<file path="config.mk">
export PLATFORM = sky130hd
export DESIGN_NAME = redundant_canon
export DESIGN_NICKNAME = d
export VERILOG_FILES = /design/src/rtl/redundant_canon.sv
export SDC_FILE = /design/constraint.sdc
export NUM_CORES = 2
export LEC_CHECK = 0
export ABC_AREA = 1
export BUFFER_PORTS_ARGS = -buffer_cell sky130_fd_sc_hd__buf_4
export CORE_MARGIN = 5
export CORE_UTILIZATION = 45
export CTS_BUF_LIST = sky130_fd_sc_hd__clkbuf_8
export DETAILED_ROUTE_END_ITERATION = 10
export GPL_TIMING_DRIVEN = 1
export PLACE_DENSITY = 0.79
export SYNTH_ARGS = -nofsm -noshare
export SYNTH_HDL_FRONTEND = slang
export SYNTH_SLANG_ARGS = --single-unit
</file>
<file path="constraint.sdc">
create_clock -name clk -period 5.1 [get_ports clk]
set_clock_uncertainty 0.15 [all_clocks]
set_input_delay 0 -clock clk [delete_from_list [all_inputs] [get_ports clk]]
set_output_delay 0 -clock clk [all_outputs]
set_load 0.01 [all_outputs]
</file>
<file path="src/rtl/redundant_canon.sv">
`default_nettype none
// +--------------------------------------------------------------------------+
// | Module   : redundant_canon                                               |
// | Purpose  : Limb-serial carry propagation and bounded trial subtraction   |
// |            of the modulus, turning a redundant operand into [0, M).      |
// | Options  : REDUNDANT_CANON_ERR_EN adds the err output (ovf | sat).       |
// | Revision : 1.0                                                           |
// +--------------------------------------------------------------------------+
module redundant_canon #(
   parameter int NUM_ELEMENTS = 17,
   parameter int BIT_LEN      = 17,
   parameter int WORD_LEN     = 16,
   parameter int MAX_SUB      = 4
) (
   input  logic                                  clk,
   input  logic                                  rst_n,
   input  logic                                  in_valid,
   output logic                                  in_ready,
   input  logic [NUM_ELEMENTS-1:0][BIT_LEN-1:0]  A,
   input  logic [NUM_ELEMENTS-1:0][WORD_LEN-1:0] M,
   output logic                                  out_valid,
   input  logic                                  out_ready,
   output logic [NUM_ELEMENTS-1:0][WORD_LEN-1:0] Y
`ifdef REDUNDANT_CANON_ERR_EN
   ,
   output logic                                  err
`endif
);

   localparam int c_cw = BIT_LEN - WORD_LEN + 1;
   localparam int c_lw = (NUM_ELEMENTS > 1) ? $clog2(NUM_ELEMENTS) : 1;
   localparam int c_pw = (MAX_SUB > 0) ? $clog2(MAX_SUB + 1) : 1;

   localparam logic [c_lw-1:0] c_last_limb = c_lw'(NUM_ELEMENTS - 1);
   localparam logic [c_pw-1:0] c_max_sub   = c_pw'(MAX_SUB);

   localparam logic [1:0] c_idle  = 2'd0;
   localparam logic [1:0] c_carry = 2'd1;
   localparam logic [1:0] c_sub   = 2'd2;
   localparam logic [1:0] c_done  = 2'd3;

   logic [1:0]                                r_state;
   logic [1:0]                                w_next_state;
   logic [NUM_ELEMENTS-1:0][BIT_LEN-1:0]      r_a;
   logic [NUM_ELEMENTS-1:0][WORD_LEN-1:0]     r_m;
   logic [NUM_ELEMENTS-1:0][WORD_LEN-1:0]     r_x;
   logic [NUM_ELEMENTS-1:0][WORD_LEN-1:0]     r_d;
   logic [NUM_ELEMENTS-1:0][WORD_LEN-1:0]     w_d_final;
   logic [NUM_ELEMENTS-1:0][WORD_LEN-1:0]     r_y;
   logic [c_cw-1:0]                           r_carry;
   logic                                      r_borrow;
   logic [c_lw-1:0]                           r_limb;
   logic [c_pw-1:0]                           r_commits;
   logic                                      r_ovf;
   logic                                      r_sat;
   logic                                      r_out_valid;

   logic [BIT_LEN:0]                          w_sum;
   logic [c_cw-1:0]                           w_carry_next;
   logic [WORD_LEN:0]                         w_diff;
   logic                                      w_borrow_next;
   logic                                      w_last;
   logic                                      w_accept;
   logic                                      w_pass_end;
   logic                                      w_commit;
   logic                                      w_sat_hit;
   logic                                      w_ovf_hit;
   logic                                      w_load_out;
   logic                                      w_release;

   // Per-limb arithmetic shared by the carry walk and the subtraction pass
   always_comb begin
      w_sum         = {1'b0, r_a[r_limb]} + {{(BIT_LEN + 1 - c_cw){1'b0}}, r_carry};
      w_carry_next  = w_sum[BIT_LEN:WORD_LEN];
      w_diff        = {1'b0, r_x[r_limb]} - {1'b0, r_m[r_limb]}
                      - {{WORD_LEN{1'b0}}, r_borrow};
      w_borrow_next = w_diff[WORD_LEN];
      w_last        = (r_limb == c_last_limb);
      w_d_final     = r_d;
      w_d_final[NUM_ELEMENTS-1] = w_diff[WORD_LEN-1:0];
   end

   always_ff @(posedge clk) begin
      if (!rst_n) begin
         r_state <= c_idle;
      end else begin
         r_state <= w_next_state;
      end
   end

   always_comb begin
      w_next_state = r_state;
      unique case (r_state)
         c_idle:  if (in_valid) w_next_state = c_carry;
         c_carry: if (w_last) w_next_state = (w_carry_next != '0) ? c_done : c_sub;
         c_sub:   if (w_last && (w_borrow_next || (r_commits == c_max_sub)))
                     w_next_state = c_done;
         c_done:  if (r_out_valid && out_ready) w_next_state = c_idle;
         default: w_next_state = c_idle;
      endcase
   end

   always_comb begin
      in_ready   = (r_state == c_idle);
      w_accept   = in_ready && in_valid;
      w_pass_end = (r_state == c_sub) && w_last;
      w_commit   = w_pass_end && !w_borrow_next && (r_commits < c_max_sub);
      w_sat_hit  = w_pass_end && !w_borrow_next && (r_commits == c_max_sub);
      w_ovf_hit  = (r_state == c_carry) && w_last && (w_carry_next != '0);
      w_load_out = (r_state == c_done) && !r_out_valid;
      w_release  = (r_state == c_done) && r_out_valid && out_ready;
   end

   always_ff @(posedge clk) begin
      if (!rst_n) begin
         r_a         <= '0;
         r_m         <= '0;
         r_x         <= '0;
         r_d         <= '0;
         r_y         <= '0;
         r_carry     <= '0;
         r_borrow    <= 1'b0;
         r_limb      <= '0;
         r_commits   <= '0;
         r_ovf       <= 1'b0;
         r_sat       <= 1'b0;
         r_out_valid <= 1'b0;
      end else begin
         if (w_accept) begin
            r_a       <= A;
            r_m       <= M;
            r_carry   <= '0;
            r_borrow  <= 1'b0;
            r_limb    <= '0;
            r_commits <= '0;
            r_ovf     <= 1'b0;
            r_sat     <= 1'b0;
         end
         if (r_state == c_carry) begin
            r_x[r_limb] <= w_sum[WORD_LEN-1:0];
            r_carry     <= w_carry_next;
            r_limb      <= w_last ? '0 : r_limb + c_lw'(1);
            if (w_ovf_hit) r_ovf <= 1'b1;
         end
         if (r_state == c_sub) begin
            r_d[r_limb] <= w_diff[WORD_LEN-1:0];
            r_borrow    <= w_last ? 1'b0 : w_borrow_next;
            r_limb      <= w_last ? '0 : r_limb + c_lw'(1);
            // Only a whole non-negative difference replaces X
            if (w_commit) begin
               r_x       <= w_d_final;
               r_commits <= r_commits + c_pw'(1);
            end
            if (w_sat_hit) r_sat <= 1'b1;
         end
         if (w_load_out) begin
            r_y         <= r_x;
            r_out_valid <= 1'b1;
         end
         if (w_release) r_out_valid <= 1'b0;
      end
   end

`ifdef REDUNDANT_CANON_ERR_EN
   logic r_err;

   always_ff @(posedge clk) begin
      if (!rst_n) begin
         r_err <= 1'b0;
      end else if (w_load_out) begin
         r_err <= r_ovf | r_sat;
      end
   end

   assign err = r_err;
`else
   // ovf/sat are tracked regardless; this build simply has no port for them
`endif

   assign out_valid = r_out_valid;
   assign Y         = r_y;

endmodule
`default_nettype wire
</file>
==> results.cfg, run 1 <==
[synth]
synthCells = 8505
ys_ff_latch = 1375
synth-async-reset-ratio_pct = 0
netlist.area_leader.share_pct = 45.96
yosys.area.top_type = dfxtp_1
netlist_top_cells_area = dfxtp_1, o21ai_0, nor2_1
yosys_warnings = 0
synth_area_um2 = 59890
seq_area_frac_synth_pct = 45.96
syn-num-nets = 9113
synthFlopType = dfxtp_1
synth_edf_count = 0
synth_cell_types = 53
post_synth.cell_area_avg_um2 = 7.041

[global_route]
grt_pass1_vias = 92200
grt_usage_pct = 66.37
overflow = 4274
grt_pass1_wl_mm = 694.8
grt_max_degree = 279

[cts]
cts_made_buffers = 224
clockBufferDepth = 3
cts-root-buf = clkbuf_8
clock_sinks = 1375
htree_levels = 4

[floorplanning]
floorplan.die.height_um = 374.8
floorplan.initialDensity_pct = 45.44
die-width_um = 374.8
num_io_pins = 839
rows = 133

[run_status]
failing_step = global routing (5_1_grt)
status = did not finish
tool.error = [ERROR GRT-0116] Global routing finished with congestion. Check the congestion regions in the DRC Viewer.

[place]
dp.final_hpwl_mm = 167.8
postPlaceCellArea_um2 = 67210
portBuffers = 838
dp.cells = 10590
post-place-ws_ns = -0.1296
finalWeightedCongestion = 0.9629
==> cell families after synthesis <==
group / share of synthesized area, %
flip-flops: 45.96
AND/OR/NAND/NOR: 21.93
AO/OA/AOI/OAI: 22.24
XOR/XNOR: 0.2633
buffers and inverters: 8.668
adder cells (fa/ha/maj): 0.9360
==> synth_stat cells (all sizes together), types with 6 or more instances <==
master,count
a31oi,18
nand2,982
clkinv,6
o211ai,32
xor2,12
dfxtp,1375
clkbuf,506
o21ai,1625
a22oi,17
a221oi,14
buf,165
nor2,1925
ha,40
nand3,340
o22ai,118
inv,593
o21bai,61
a21oi,609
nand4,20
nor3,7
o21a,12
a211oi,9
==> through the flow <==
step           util [%]  hold slack, ns
3_3_place_gp      50.99          0.1056
3_5_place_dp      50.99          0.1077
2_1_floorplan         -         0.01668
4_1_cts           68.81        0.008334
==> routing by layer <==
metal / global-route usage [%] / GRT overflow
met4: 57.49 / 864
met1: 67.04 / 193
met2: 86.78 / 3012
met5: 31.39 / 19
met3: 48.62 / 186
==> repair_timing <==
item | 4_1_cts
setup buffers | 0
hold endpoints to repair | 1145
hold buffers | 1856
pin swaps | 0
cloned | 1
resized for setup | 1
endpoints found under the setup margin | 95
==> inputs of run 2 (changes only) <==
CORE_UTILIZATION = 30   (was 45)
CTS_BUF_LIST = unset   (was sky130_fd_sc_hd__clkbuf_8)
PLACE_DENSITY = unset   (was 0.79)
PLACE_DENSITY_LB_ADDON = 0.15   (was unset)
clock period = 6.65 ns   (was 5.1 ns; I/O delays follow)
==> run 2 against run 1 <==
Net effect:
- the flow now finishes without violations
- synthesized cell count did not move
- synthesized area did not move
==> results.cfg, run 2 <==
[final_layout]
fill_cells = 19860
stdcell_area_um2 = 86370
final_common_cell = nor2_1
final_core_util_pct = 43.35
fin_cells = 13080
largest_register = r_a
final_cell_mix = nor2_1, o21ai_0, dfxtp_1, dlygate4sd3_1, nand2_1
area_growth_pct = 44.23
drive_gt1_share_pct = 13.21
largest_reg_flops = 289
nNetsFinal = 10860

[setup_path]
path_max_fanout = 84
required_ns = 7.26
end_kind = flip-flop
worst_r2r_endpoint = r_x[205]
cp-start-kind = flip-flop
endpoint = r_x[205]
ff2ff_setup_slack_ns = 0.53
cp-startpoint = r_limb[0]
r2r_start = r_limb[0]
reg2reg_depth = 21
worstSetupPathType = reg2reg
critPathArrivalTime_ns = 6.73

[timing]
maxSlewHeadroom_pct = 12.11
fin_hold_ws_ns = 0.07306
hold_viol_final = 0
timing.final.crit_share_pct = 92.01
rsz0062_at_grt = no
tightest_slew_ns = 1.318
layout_setup_ws_ns = 0.5313
fin_tns_setup_ns = 0
setup_viol = 0
fmax_mhz = 163.4
fin_crit_ns = 6.119
finalMaxSlewViolations = 0

[place]
dp.cells = 11470
portBuffers = 838
post-place-ws_ns = 0.6711
finalWeightedCongestion = 0.9100
postPlaceCellArea_um2 = 68070
dp.final_hpwl_mm = 193.7

[cts]
clock_latency_ns = 0.85
cts_tree = built
htree_levels = 4
cts_made_buffers = 166
cts-root-buf = clkbuf_16
clock_sinks = 1375
clockBufferDepth = 3
cts.clk_slew.worst_paths_ns = 0.06

[drt]
vias = 66990
ant_nets = 0
drt_iter0_markers = 7337
drt-vias-per-instance = 5.123
first_pass_iters = 5
wl_mm = 299.1
drc = 0
post_drt_wl_per_cell_um = 22.87

[floorplanning]
floorplan.initialDensity_pct = 30.06
die-width_um = 456.8
core_area_um2 = 199200
floorplan.die.height_um = 456.8
die_area_um2 = 208700
rows = 164
num_io_pins = 839

[synth]
synth.most_common_cell = nor2_1
syn-num-nets = 9113
yosys_warnings = 0
synth_edf_count = 0
yosys.area.top_type = dfxtp_1
seq_area_frac_synth_pct = 45.96
synthCells = 8505
ys_ff_latch = 1375
netlist_top_cells_count = nor2_1, o21ai_0, dfxtp_1
synth-async-reset-ratio_pct = 0
synthFlopType = dfxtp_1
synth_area_um2 = 59890
post_synth.cell_area_avg_um2 = 7.041
netlist.area_leader.share_pct = 45.96
netlist_top_cells_area = dfxtp_1, o21ai_0, nor2_1
synth_cell_types = 53

[pwr]
power.density_nw_per_um2 = 428.3
power_mw = 37.00
power_leakage_nw = 37.71
peakVddDrop_v = 0.001170

[run_status]
status = finished clean

[global_route]
antenna_found_initial = 46
overflow = 0
grt_max_degree = 238
grt_usage_pct = 27.33
grt_pass1_vias = 64780
grt_pass1_wl_mm = 434.6

[worst_hold_path]
min_path_type = in2reg
min_from = A[204]

[run]
drv_cap = 0
-- run 2: cell counts after synthesis --
No cell type changed its count.
-- run 2: kinds of logic after synthesis --
kind of cell / Yosys count / synth area share [%]
flops: 1375 / 45.96
simple gates: 3282 / 21.93
compound gates: 2520 / 22.24
buf+inv: 1270 / 8.668
xor+xnor: 15 / 0.2633
fa+ha+maj: 43 / 0.9360
-- run 2: report_power, final --
part | internal [mW] | switching (mW) | total [mW]
clock | 5.35 | 3.89 | 9.23
combinational | 4.47 | 13.3 | 17.8
sequential | 9.32 | 0.625 | 9.94
total | 19.1 | 17.9 | 37.0
-- run 2: how the worst min path moves through the flow --
stage | end | slack [ns] | cells past startpoint
after global routing | r_a[204] | 0.06 | 4
after CTS | r_a[204] | 0.01 | 4
final | r_a[204] | 0.07 | 4
after floorplan | r_a[0] | 0.02 | 2
after detailed placement | r_m[137] | 0.11 | 3
after global placement | r_m[129] | 0.10 | 3
-- run 2: cell type report --
class                           count  area [um^2]  area share, %
Sequential cell                  1375        27530          31.88
Clock inverter                     51        545.5         0.6316
Antenna cell                       39        97.59         0.1130
Multi-Input combinational cell   5860        27310          31.62
Timing Repair Buffer             2250        20330          23.54
Inverter                          599         2293          2.655
Tap cell                         2656         3323          3.847
Clock buffer                      247         4942          5.722
-- run 2: critical path: stages, from the launching register on --
cell and delay [ns]:
dfxtp_4 0.46, clkinv_8 0.35, buf_12 0.36, o21ai_0 0.19
a21oi_1 0.10, or3_1 0.43, a221oi_1 0.63, fa_1 0.35
fa_1 0.25, nand2_1 0.08, a21oi_1 0.27, nor2_1 0.07
nor2_1 0.23, o21ai_1 0.22, nand3_1 0.14, nand3b_1 0.11
and2_1 0.24, nand2_8 0.10, buf_12 0.36, buf_4 0.43
o21ai_0 0.13, a31oi_1 0.20
-- run 2: repair_timing --
action	4_1_cts	5_1_grt
hold buffers	1271	0
setup buffers	0	0
endpoints found under the setup margin	0	0
endpoints found under the hold margin	1053	0
resized for setup	0	0
-- run 2: per-layer routing --
layer,track usage (%),vias to the layer above,share of wire [%]
met1,35.66,32050,42
met4,13.55,10,5.4
met2,43.38,2860,45
met3,5.020,751,7.4
li1,-,31330,-
met5,0,-,0.021
Note: power is estimated with default switching activity, not from simulation.
